$ cat src/rtl/necpu_pkg.sv
// Shared NECPU definitions for the fetch front end.
//   fetch_state_e  : fetch controller FSM encoding (IDLE / FETCH / HALT)
//   NECPU_ADDR_W   : default word-address width
//   NECPU_INST_W   : instruction width
package necpu_pkg;

  localparam int NECPU_ADDR_W = 32;
  localparam int NECPU_INST_W = 32;

  typedef enum logic [1:0] {
    ST_IDLE  = 2'd0,
    ST_FETCH = 2'd1,
    ST_HALT  = 2'd2
  } fetch_state_e;

endpackage

$ cat src/rtl/fetch_dbg_arb.sv
// Debug/fetch arbiter for the shared instruction memory port.
// The debug requester gets the memory whenever fetch does not want it. If fetch
// keeps it busy, the request is force-granted once it has waited DBG_MAX_WAIT cycles.
// A granted read is returned one cycle later with a single-cycle ack.
// Ports:
//   clk, rst     clock, synchronous active-high reset
//   fetch_want   fetch would like the memory this cycle
//   dbg_req      debug read request (held until dbg_ack)
//   imem_inst    memory read data for the address driven this cycle
//   dbg_grant    memory address is the debug address this cycle
//   fetch_go     fetch owns the memory and proceeds this cycle
//   dbg_ack      one-cycle pulse, dbg_inst valid
//   dbg_inst     captured debug read data
module fetch_dbg_arb
  import necpu_pkg::*;
#(
  parameter int DBG_MAX_WAIT = 8
) (
  input  logic                    clk,
  input  logic                    rst,
  input  logic                    fetch_want,
  input  logic                    dbg_req,
  input  logic [NECPU_INST_W-1:0] imem_inst,
  output logic                    dbg_grant,
  output logic                    fetch_go,
  output logic                    dbg_ack,
  output logic [NECPU_INST_W-1:0] dbg_inst
);

  localparam int SW = $clog2(DBG_MAX_WAIT + 1);

  logic [SW-1:0] starve;
  logic          forced;

  // No grant during the ack cycle: the requester is dropping its request there.
  always_comb begin
    forced    = (starve == SW'(DBG_MAX_WAIT));
    dbg_grant = dbg_req && !dbg_ack && (!fetch_want || forced);
    fetch_go  = fetch_want && !dbg_grant;
  end

  // Starve counter saturates so a forced grant stays pending until taken.
  always_ff @(posedge clk) begin
    if (rst) begin
      starve   <= '0;
      dbg_ack  <= 1'b0;
      dbg_inst <= '0;
    end else begin
      dbg_ack <= dbg_grant;
      if (dbg_grant) begin
        dbg_inst <= imem_inst;
        starve   <= '0;
      end else if (dbg_req && !dbg_ack && !forced) begin
        starve <= starve + SW'(1);
      end
    end
  end

endmodule

$ cat src/rtl/fetch_ctrl.sv
// NECPU instruction-fetch controller.
// Owns the PC, drives the external combinational instruction memory and presents
// fetched instructions as a registered valid/ready stream toward decode. Supports
// branch redirect, halt/start and a debug read port sharing the memory.
// Ports:
//   clk, rst                   clock, synchronous active-high reset
//   start, halt_req            resume fetching / stop issuing fetches
//   redirect_valid, redirect_pc flush and reload PC
//   imem_addr, imem_inst       instruction memory address / same-cycle data
//   out_valid, out_ready, out_inst, out_pc   stream toward decode
//   dbg_req, dbg_addr, dbg_ack, dbg_inst     debug read port
//   running                    1 while in FETCH
module fetch_ctrl
  import necpu_pkg::*;
#(
  parameter int               ADDR_W       = NECPU_ADDR_W,
  parameter logic [ADDR_W-1:0] RESET_PC    = '0,
  parameter int               DBG_MAX_WAIT = 8
) (
  input  logic                    clk,
  input  logic                    rst,
  input  logic                    start,
  input  logic                    halt_req,
  input  logic                    redirect_valid,
  input  logic [ADDR_W-1:0]       redirect_pc,
  output logic [ADDR_W-1:0]       imem_addr,
  input  logic [NECPU_INST_W-1:0] imem_inst,
  output logic                    out_valid,
  input  logic                    out_ready,
  output logic [NECPU_INST_W-1:0] out_inst,
  output logic [ADDR_W-1:0]       out_pc,
  input  logic                    dbg_req,
  input  logic [ADDR_W-1:0]       dbg_addr,
  output logic                    dbg_ack,
  output logic [NECPU_INST_W-1:0] dbg_inst,
  output logic                    running
);

  fetch_state_e      state, state_next;
  logic [ADDR_W-1:0] pc;
  logic              fetch_want;
  logic              fetch_go;
  logic              dbg_grant;

  // Fetch only when the output slot is free or being drained this cycle.
  assign fetch_want = (state == ST_FETCH) && !redirect_valid && (!out_valid || out_ready);
  assign imem_addr  = dbg_grant ? dbg_addr : pc;
  assign running    = (state == ST_FETCH);

  fetch_dbg_arb #(
    .DBG_MAX_WAIT(DBG_MAX_WAIT)
  ) u_arb (
    .clk       (clk),
    .rst       (rst),
    .fetch_want(fetch_want),
    .dbg_req   (dbg_req),
    .imem_inst (imem_inst),
    .dbg_grant (dbg_grant),
    .fetch_go  (fetch_go),
    .dbg_ack   (dbg_ack),
    .dbg_inst  (dbg_inst)
  );

  always_ff @(posedge clk) begin
    if (rst) state <= ST_IDLE;
    else     state <= state_next;
  end

  // halt_req always beats start.
  always_comb begin
    state_next = state;
    unique case (state)
      ST_IDLE:  if (start && !halt_req) state_next = ST_FETCH;
      ST_FETCH: if (halt_req)           state_next = ST_HALT;
      ST_HALT:  if (start && !halt_req) state_next = ST_FETCH;
      default:  state_next = ST_IDLE;
    endcase
  end

  // Redirect flushes any held instruction; otherwise fetch refills or accept drains.
  always_ff @(posedge clk) begin
    if (rst) begin
      pc        <= RESET_PC;
      out_valid <= 1'b0;
      out_inst  <= '0;
      out_pc    <= '0;
    end else if (redirect_valid) begin
      pc        <= redirect_pc;
      out_valid <= 1'b0;
    end else if (fetch_go) begin
      out_inst  <= imem_inst;
      out_pc    <= pc;
      out_valid <= 1'b1;
      pc        <= pc + ADDR_W'(1);
    end else if (out_valid && out_ready) begin
      out_valid <= 1'b0;
    end
  end

endmodule

$ cat config.mk
export PLATFORM = sky130hd
export DESIGN_NAME = fetch_ctrl
export DESIGN_NICKNAME = d
export VERILOG_FILES = /design/src/rtl/necpu_pkg.sv /design/src/rtl/fetch_dbg_arb.sv /design/src/rtl/fetch_ctrl.sv
export SDC_FILE = /design/constraint.sdc
export NUM_CORES = 1
export LEC_CHECK = 0
export CAP_MARGIN = 20
export CORE_UTILIZATION = 44
export CTS_CLUSTER_DIAMETER = 40
export DETAILED_ROUTE_END_ITERATION = 7
export PLACE_DENSITY = 0.81
export RECOVER_POWER = 50
export SETUP_SLACK_MARGIN = 0.05
export SKIP_CTS_REPAIR_TIMING = 1
export SLEW_MARGIN = 25
export SYNTH_ARGS = -nofsm -noshare
export SYNTH_HDL_FRONTEND = slang
export SYNTH_SLANG_ARGS = --single-unit
$ cat constraint.sdc
create_clock -name clk -period 2.3 [get_ports clk]
set_input_delay 0.46 -clock clk [delete_from_list [all_inputs] [get_ports clk]]
set_output_delay 0.46 -clock clk [all_outputs]
set_load 0.005 [all_outputs]
After elaboration in Yosys (flattened, before gate mapping)
Cells that the tools add are included.
{"block": "totals", "ff_bits": 136, "input_bits": 103, "out_inout_bits": 131}
{"block": "classes", "addsub": 2, "n_eq_ne": 5, "muxes": 8, "n_bitwise": 1, "reduce_logical": 25}
{"op": "$mux 32", "count": 3}
{"op": "$add 32x1->32 const B", "count": 1}
{"op": "$logic_and 1x1->1", "count": 8}
{"op": "$logic_not 1->1", "count": 7}
{"op": "$reduce_or 2->1", "count": 3}
{"op": "$add 4x1->4 const B", "count": 1}
{"op": "$eq 4x4->1 const B", "count": 1}
{"op": "$mux 2", "count": 2}
{"op": "$pmux 2 s2", "count": 1}
{"op": "$reduce_and 2->1", "count": 2}
{"op": "$reduce_bool 2->1", "count": 2}
{"op": "$eq 2x1->1 const B", "count": 1}
{"op": "$eq 2x2->1 const B", "count": 1}
{"op": "$logic_not 2->1", "count": 1}
{"op": "$logic_or 1x1->1", "count": 2}
{"op": "$mux 1", "count": 2}
{"op": "$ne 2x1->1 const B", "count": 1}
{"op": "$ne 2x2->1 const B", "count": 1}
{"op": "$not 1->1", "count": 1}

Depth between registers and ports, before layout
Gate-level depths: netlist of the first run.
{"block": "logic_depth", "ltp_word": 10, "mapped_depth": 8, "mapped_depth_nobuf": 7}

Hierarchy
Synthesis of the first run repeated with hierarchy kept, for this count alone.
{"block": "hier_totals", "hier_cells": 740, "hier_area_um2": 6283.5}
{"mod": "fetch_ctrl", "instances": 1, "cells_each": 571, "area_each_um2": 4540.6}
{"mod": "fetch_dbg_arb", "instances": 1, "cells_each": 169, "area_each_um2": 1742.9}

Least setup slack after synthesis of the first run
OpenSTA, ideal clock, no wires.
{"block": "synth_path", "kind": "in2out", "startpoint": "input redirect_valid", "endpoint": "output imem_addr[0]", "t_arrival_ps": 1710, "slack_ps": 130, "stages": 6, "cell_sequence": "clkbuf_1 -> inv_1 -> a41oi_1 -> clkbuf_1 -> nand2_1 -> nand2_1"}
{"block": "synth_between", "elab_chain_len": 7}
{"item": "start: declaration", "line_no": "fetch_ctrl.sv:24", "rtl": "input logic redirect_valid,"}
{"item": "$logic_not 1->1", "line_no": "fetch_ctrl.sv:46", "rtl": "assign fetch_want = (state == ST_FETCH) && !redirect_valid && (!out_valid || out_ready);"}
{"item": "$logic_and 1x1->1 (2 in a row)", "line_no": "fetch_ctrl.sv:46"}
{"item": "$logic_not 1->1", "line_no": "fetch_dbg_arb.sv:38", "rtl": "dbg_grant = dbg_req && !dbg_ack && (!fetch_want || forced);"}
{"item": "$logic_or 1x1->1", "line_no": "fetch_dbg_arb.sv:38"}
{"item": "$logic_and 1x1->1", "line_no": "fetch_dbg_arb.sv:38"}
{"item": "$mux 32", "line_no": "fetch_ctrl.sv:47", "rtl": "assign imem_addr = dbg_grant ? dbg_addr : pc;"}
{"item": "end: declaration", "line_no": "fetch_ctrl.sv:26", "rtl": "output logic [ADDR_W-1:0] imem_addr,"}
No other way between the ends.

Final worst setup path of the first run
{"block": "layout_path", "startpoint": "register u_arb.starve[0]", "endpoint": "output imem_addr[5]"}
{"block": "layout_between", "elab_chain_len": 4}
{"item": "start: declaration", "line_no": "fetch_dbg_arb.sv:32", "rtl": "logic [SW-1:0] starve;"}
{"item": "start signal: assignment", "line_no": "fetch_dbg_arb.sv:54", "rtl": "starve <= starve + SW'(1);"}
{"item": "$eq 4x4->1", "line_no": "fetch_dbg_arb.sv:37", "rtl": "forced = (starve == SW'(DBG_MAX_WAIT));"}
{"item": "$logic_or 1x1->1", "line_no": "fetch_dbg_arb.sv:38"}
{"item": "$logic_and 1x1->1", "line_no": "fetch_dbg_arb.sv:38"}
{"item": "$mux 32", "line_no": "fetch_ctrl.sv:47"}
No other way between the ends.

==> metrics, run 1 <==
Worst VDD drop=0.000525 V; synth unique cells=50; initial antenna violation count=0; Synth Instances=804; fillers=982; Worst-Skew Late Latency=420 ps; CP max FO=5; ys async rst share=0%; unrepaired setup endpoints after global routing=true; Die X=118 microns; most common cell in the netlist=nand2_1; Final ANT Viol Nets=0; Layout Utilization=73.2%; crit path kind=flop to output pin; post-synth net total=910; gr ovfl total=0; num rows=42; Critical Path Start=u_arb.starve[0]; I/O Pins=234; Worst R2R Path Depth=8; router iterations before antenna repair=7; CORE AREA=13,200 sq um; vias per cell=5.32; area leader, netlist=dfxtp_1; first-pass GRT wire length=30,300 microns; # setup viols final=33; final hold vios=0; post-route cell area=9660 sq um; Clock Skew=6.59 ps; register area=2730 sq um; Final Power=6.28 mW; Port Buf Inserts=233; leakage=3.77 nW; Cell Area, Synth=5920 sq um; Main synth FF type=dfxtp_1; Seq/Total Area, Yosys=46.0%; setup TNS=-11,500 ps; CTS tree=yes; CTS Sinks=136; wirelength, routed=20,500 microns; number of synthesized register bits=136; PwrDens=651 nW/um^2; Max Freq=360 MHz; Initial Utilization=44.9%; Detail Placement HPWL=13,700 microns; CTS clk-pin slew, worst paths=50 ps; FF-to-FF Start=state[1]; status=finished, violations left; CP Capture Type=output pin; hold_ws=452 ps; Arr. time, crit path=2320 ps; Slew HR=58.0%; Ys Warns=0; Critical Path End=imem_addr[5]; Worst Path Required=1840 ps; Die H=118 microns; final worst slack=-481 ps; # nets final=1,191; actual slew at the worst max-slew pin=630 ps; RR Endpoint=pc[21]; CTS Buffer Depth=2; number of DRC markers in iteration 0=506; area share of the largest cell type after synthesis=46.0%; Root Driver=clkbuf_16; Avg WL per Cell=16.1 microns; area of the multi-input gates=3020 sq um; htree depth=4; HP Class=flop to flop; Post-synth EDFFs=0; pre-CTS setup slack=-543 ps; syn_area_per_cell=7.37 sq um; pin count of the biggest net entering global routing=59; total CTS buffers=17; commonest cells in the netlist=321 x nand2_1, 136 x dfxtp_1, 122 x a21oi_1; Area Growth Syn to Fin=63.0%; routed vias=6,766; vias in the first global route=5,899; Global Route Usage Sum=27.5%; Inst Count DP=1,218; GPL Wtd Cong=0.812; period utilisation layout=121%; die area=13,900 sq um; r2r setup slk=60 ps; failing checks=setup timing; fin cells=1,273; synth top area cells=dfxtp_1 46%, nand2_1 20%, a21oi_1 10%, clkbuf_1 3.2%, xnor2_1 1.3%; layout cells sized above 1=15.0%; Placed Area=8780 sq um; CP startpoint kind=flop; Max Cap Viol=0; ant diodes=0; max-slew violations=0; Tmin final=2780 ps; # DRC=0
-- cells in the final DEF (no fill, tap or decap), types with 5 or more instances in the layout --
cell type        instances
clkdlybuf4s50_1        201
o21ai_0                  6
nand3_1                 11
nand4_1                 12
xnor2_1                  9
buf_4                   73
buf_2                    7
nor3_1                  10
a211oi_1                 9
nand2_1                314
o211ai_1                 7
dfxtp_1                134
clkbuf_2                16
buf_6                    6
nor2_1                  12
clkbuf_16               20
and4_1                   5
and3_1                   5
nand2_2                  7
nor4_1                  11
inv_1                    6
a21oi_1                121
dlymetal6s2s_1           8
-- final cells by class --
| type | count | area share, % |
|---|---|---|
| Timing Repair Buffer | 322 | 31.5 |
| Multi-Input combinational cell | 599 | 31.3 |
| Sequential cell | 136 | 28.2 |
| Clock buffer | 20 | 4.83 |
| Tap cell | 176 | 2.28 |
| Clock inverter | 11 | 1.52 |
| Inverter | 9 | 0.350 |
-- layer usage --
metal  routed length [microns]  up-vias  global-route usage (%)
met5                         0        -                       0
met4                       720        0                    11.6
met3                      1330       62                    6.15
met2                      9880      310                    45.5
met1                      8550     3125                    34.4
li1                          -     3269                       -
-- critical path: stages, from the launching register on --
cell and delay, ps:
dfxtp_2 330, inv_2 50, ha_4 150, and3b_2 230, o41ai_4 350, buf_6 170, buf_6 110, clkbuf_16 130
buf_8 100, buf_6 90, nand2_2 40, nand2_1 50, buf_2 100
-- logic make-up (layout without fill, tap and decap cells) --
group / after synthesis / count (layout) / synth area share [%]
DFF: 136 / 136 / 46.0
and+or+nand+nor: 406 / 406 / 28.8
adders and majority gates: 3 / 3 / 0.634
buffers and inverters: 69 / 362 / 4.56
xor gates and xnor gates: 12 / 12 / 1.77
AOI/OAI and AO/OA: 172 / 172 / 17.1
muxes: 6 / 6 / 1.12
-- how the worst min path moves through the flow --
stage | start | endpoint | slack (ps) | cells after the start
detailed placement | u_arb.dbg_inst[10] | u_arb.dbg_inst[10] | 450 | 2
floorplan | out_inst[0] | out_inst[0] | 450 | 2
finish | out_pc[16] | out_pc[16] | 450 | 2
CTS | out_pc[1] | out_pc[1] | 450 | 2
global placement | u_arb.dbg_inst[18] | u_arb.dbg_inst[18] | 440 | 2
global route | out_pc[13] | out_pc[13] | 470 | 2
-- sequential cells by signal, indices dropped and copies added (netlist names) --
register	cells
out_inst	32
out_pc	32
pc	32
u_arb.dbg_inst	32
u_arb.starve	4
state	2
out_valid	1
u_arb.dbg_ack	1
-- report_power, final --
part / leakage, nW / total, mW / internal, mW / switching, mW
sequential: 1.11 / 2.52 / 2.45 / 0.0731
combinational: 2.36 / 0.961 / 0.533 / 0.428
clock: 0.298 / 2.80 / 1.78 / 1.01
Note: power is estimated with default switching activity, not from simulation.
==> run 2, diff against run 1 <==
Settings changed: CORE_UTILIZATION 44 to 30, PLACE_DENSITY 0.81 to 0.59.
Clock period 2.3 ns to 2.7 ns, I/O delays scaled along.
==> run 2 against run 1 <==
Compared with the run above: the flow still finishes with violations (setup timing); first-iteration DRC count down 26%; clock skew up 1.1 ps; combinational power down 16%; wire length up 3.6%; worst hold slack worse by 0.93 ps; power down 15%; sequential power down 14%; count of clock-buffer cells in the layout up 2; sequential cell count unchanged; non-clock buffer count down 23; register-to-register slack better by 160 ps.
==> metrics, run 2 (synthesis results as in run 1) <==
actual slew at the worst max-slew pin=1120 ps (was 630 ps); most frequent cells in the layout=285 x nand2_1, 199 x clkdlybuf4s50_1, 134 x dfxtp_1, 122 x a21oi_1, 48 x buf_4 (was 314 x nand2_1, 201 x clkdlybuf4s50_1, 134 x dfxtp_1, 121 x a21oi_1, 73 x buf_4); gr ovfl total=0 (unchanged); Die H=143 microns (was 118 microns); final worst slack=-64.5 ps (was -481 ps); Clock Skew=7.69 ps (was 6.59 ps); # DRC=0 (unchanged); leakage=3.68 nW (was 3.77 nW); CTS clk-pin slew, worst paths=60 ps (was 50 ps); Worst Path Required=2160 ps (was 1840 ps); Max Cap Viol=0 (unchanged); FF-to-FF Start=u_arb.starve[1] (was state[1]); setup TNS=-900 ps (was -11,500 ps); CP startpoint kind=flop (unchanged); Worst VDD drop=0.000442 V (was 0.000525 V); failing checks=setup timing (unchanged); RR Endpoint=pc[5] (was pc[21]); total CTS buffers=17 (unchanged); die area=20,300 sq um (was 13,900 sq um); Hold Crit Endpoint=out_inst[1] (was out_pc[16]); CTS Buffer Depth=2 (unchanged); r2r setup slk=220 ps (was 60 ps); worst hold stages=2 (unchanged); Placed Area=8750 sq um (was 8780 sq um); post-route cell area=9700 sq um (was 9660 sq um); # nets final=1,168 (was 1,191); Root Driver=clkbuf_16 (unchanged); Worst-Skew Late Latency=420 ps (about the same); num rows=51 (was 42); I/O Pins=234 (unchanged); Tmin final=2760 ps; CTS tree=yes (unchanged); Port Buf Inserts=233 (unchanged); layout cells sized above 1=16.2% (was 15.0%); max-slew violations=0 (unchanged); Die X=143 microns (was 118 microns); htree depth=4 (unchanged); Initial Utilization=30.5% (was 44.9%); vias per cell=4.80 (was 5.32); crit path kind=flop to output pin (unchanged); Avg WL per Cell=15.9 microns (was 16.1 microns); router iterations before antenna repair=4 (was 7); number of DRC markers in iteration 0=373 (was 506); vias in the first global route=5,738 (was 5,899); commonest non-fill, non-tap cell in the layout=nand2_1 (unchanged); Worst R2R Path Depth=8 (unchanged); CTS Sinks=136 (unchanged); status=finished, violations left (unchanged); Area Growth Syn to Fin=63.7% (was 63.0%); HP Class=flop to flop (unchanged); pin count of the biggest net entering global routing=63 (was 59); Detail Placement HPWL=14,000 microns (was 13,700 microns); CP Capture Type=output pin (unchanged); CP max FO=4 (was 5); routed vias=6,418 (was 6,766); Slew HR=25.3% (was 58.0%); # setup viols final=28 (was 33); unrepaired setup endpoints after global routing=true (unchanged); Max Freq=362 MHz; period utilisation layout=102%; Global Route Usage Sum=19.9% (was 27.5%); Final ANT Viol Nets=0 (unchanged); final hold vios=0 (unchanged); CORE AREA=19,400 sq um (was 13,200 sq um); wirelength, routed=21,200 microns (was 20,500 microns); first-pass GRT wire length=31,300 microns (was 30,300 microns); initial antenna violation count=0 (unchanged); Final Power=5.32 mW (was 6.28 mW); GPL Wtd Cong=0.774 (was 0.812); ant diodes=0 (unchanged); PwrDens=549 nW/um^2 (was 651 nW/um^2); Arr. time, crit path=2220 ps (was 2320 ps); hold path startpoint=out_inst[1] (was out_pc[16])
-- run 2: per-layer routing --
layer / track usage (%) / share of wire (%) / vias up
met5: 0 / 0 / -
met4: 5.60 / 1.1 / 0
met3: 4.81 / 5.7 / 14
met2: 33.2 / 48 / 183
met1: 25.5 / 46 / 2998
li1: - / - / 3223
-- run 2: stage by stage --
stage / hold slack (ps) / worst slack, ps / utilization (%) / instances
floorplan: 453 / 370 / - / 804
global placement: 441 / -227 / 45.1 / 1281
detailed placement: 446 / -244 / 45.1 / 1281
CTS: 454 / -404 / 48.1 / 1311
global route: 469 / -120 / 50.0 / 1338
finish: 451 / -64.5 / 50.0 / 1338
-- run 2: critical path: stages (launching register included) --
cell,delay (ps)
dfxtp_2,340
inv_2,50
ha_4,150
and3b_2,230
o41ai_4,350
buf_6,180
clkbuf_16,160
buf_8,120
nand2_2,50
nand2_1,60
clkbuf_2,100
-- run 2: power by group --
group	internal [mW]	switching [mW]
Clock	1.49	0.861
Combinational	0.447	0.358
Sequential	2.09	0.0787
-- run 2: cell type report --
type,instances,area [sq um]
Multi-Input combinational cell,599,3150
Clock inverter,8,123
Sequential cell,136,2730
Inverter,9,35.0
Tap cell,265,332
Timing Repair Buffer,299,2870
Fill cell,1938,9700
Clock buffer,22,464
-- run 2: how the worst max path moves through the flow --
stage / to / from / slack (ps) / cells after the start
after CTS: imem_addr[31] / u_arb.starve[0] / -400 / 8
after detailed placement: imem_addr[30] / out_ready / -240 / 7
after floorplan: imem_addr[0] / redirect_valid / 370 / 6
final: imem_addr[6] / u_arb.starve[1] / -60 / 10
after global routing: imem_addr[26] / u_arb.starve[1] / -120 / 10
after global placement: imem_addr[31] / redirect_valid / -230 / 6
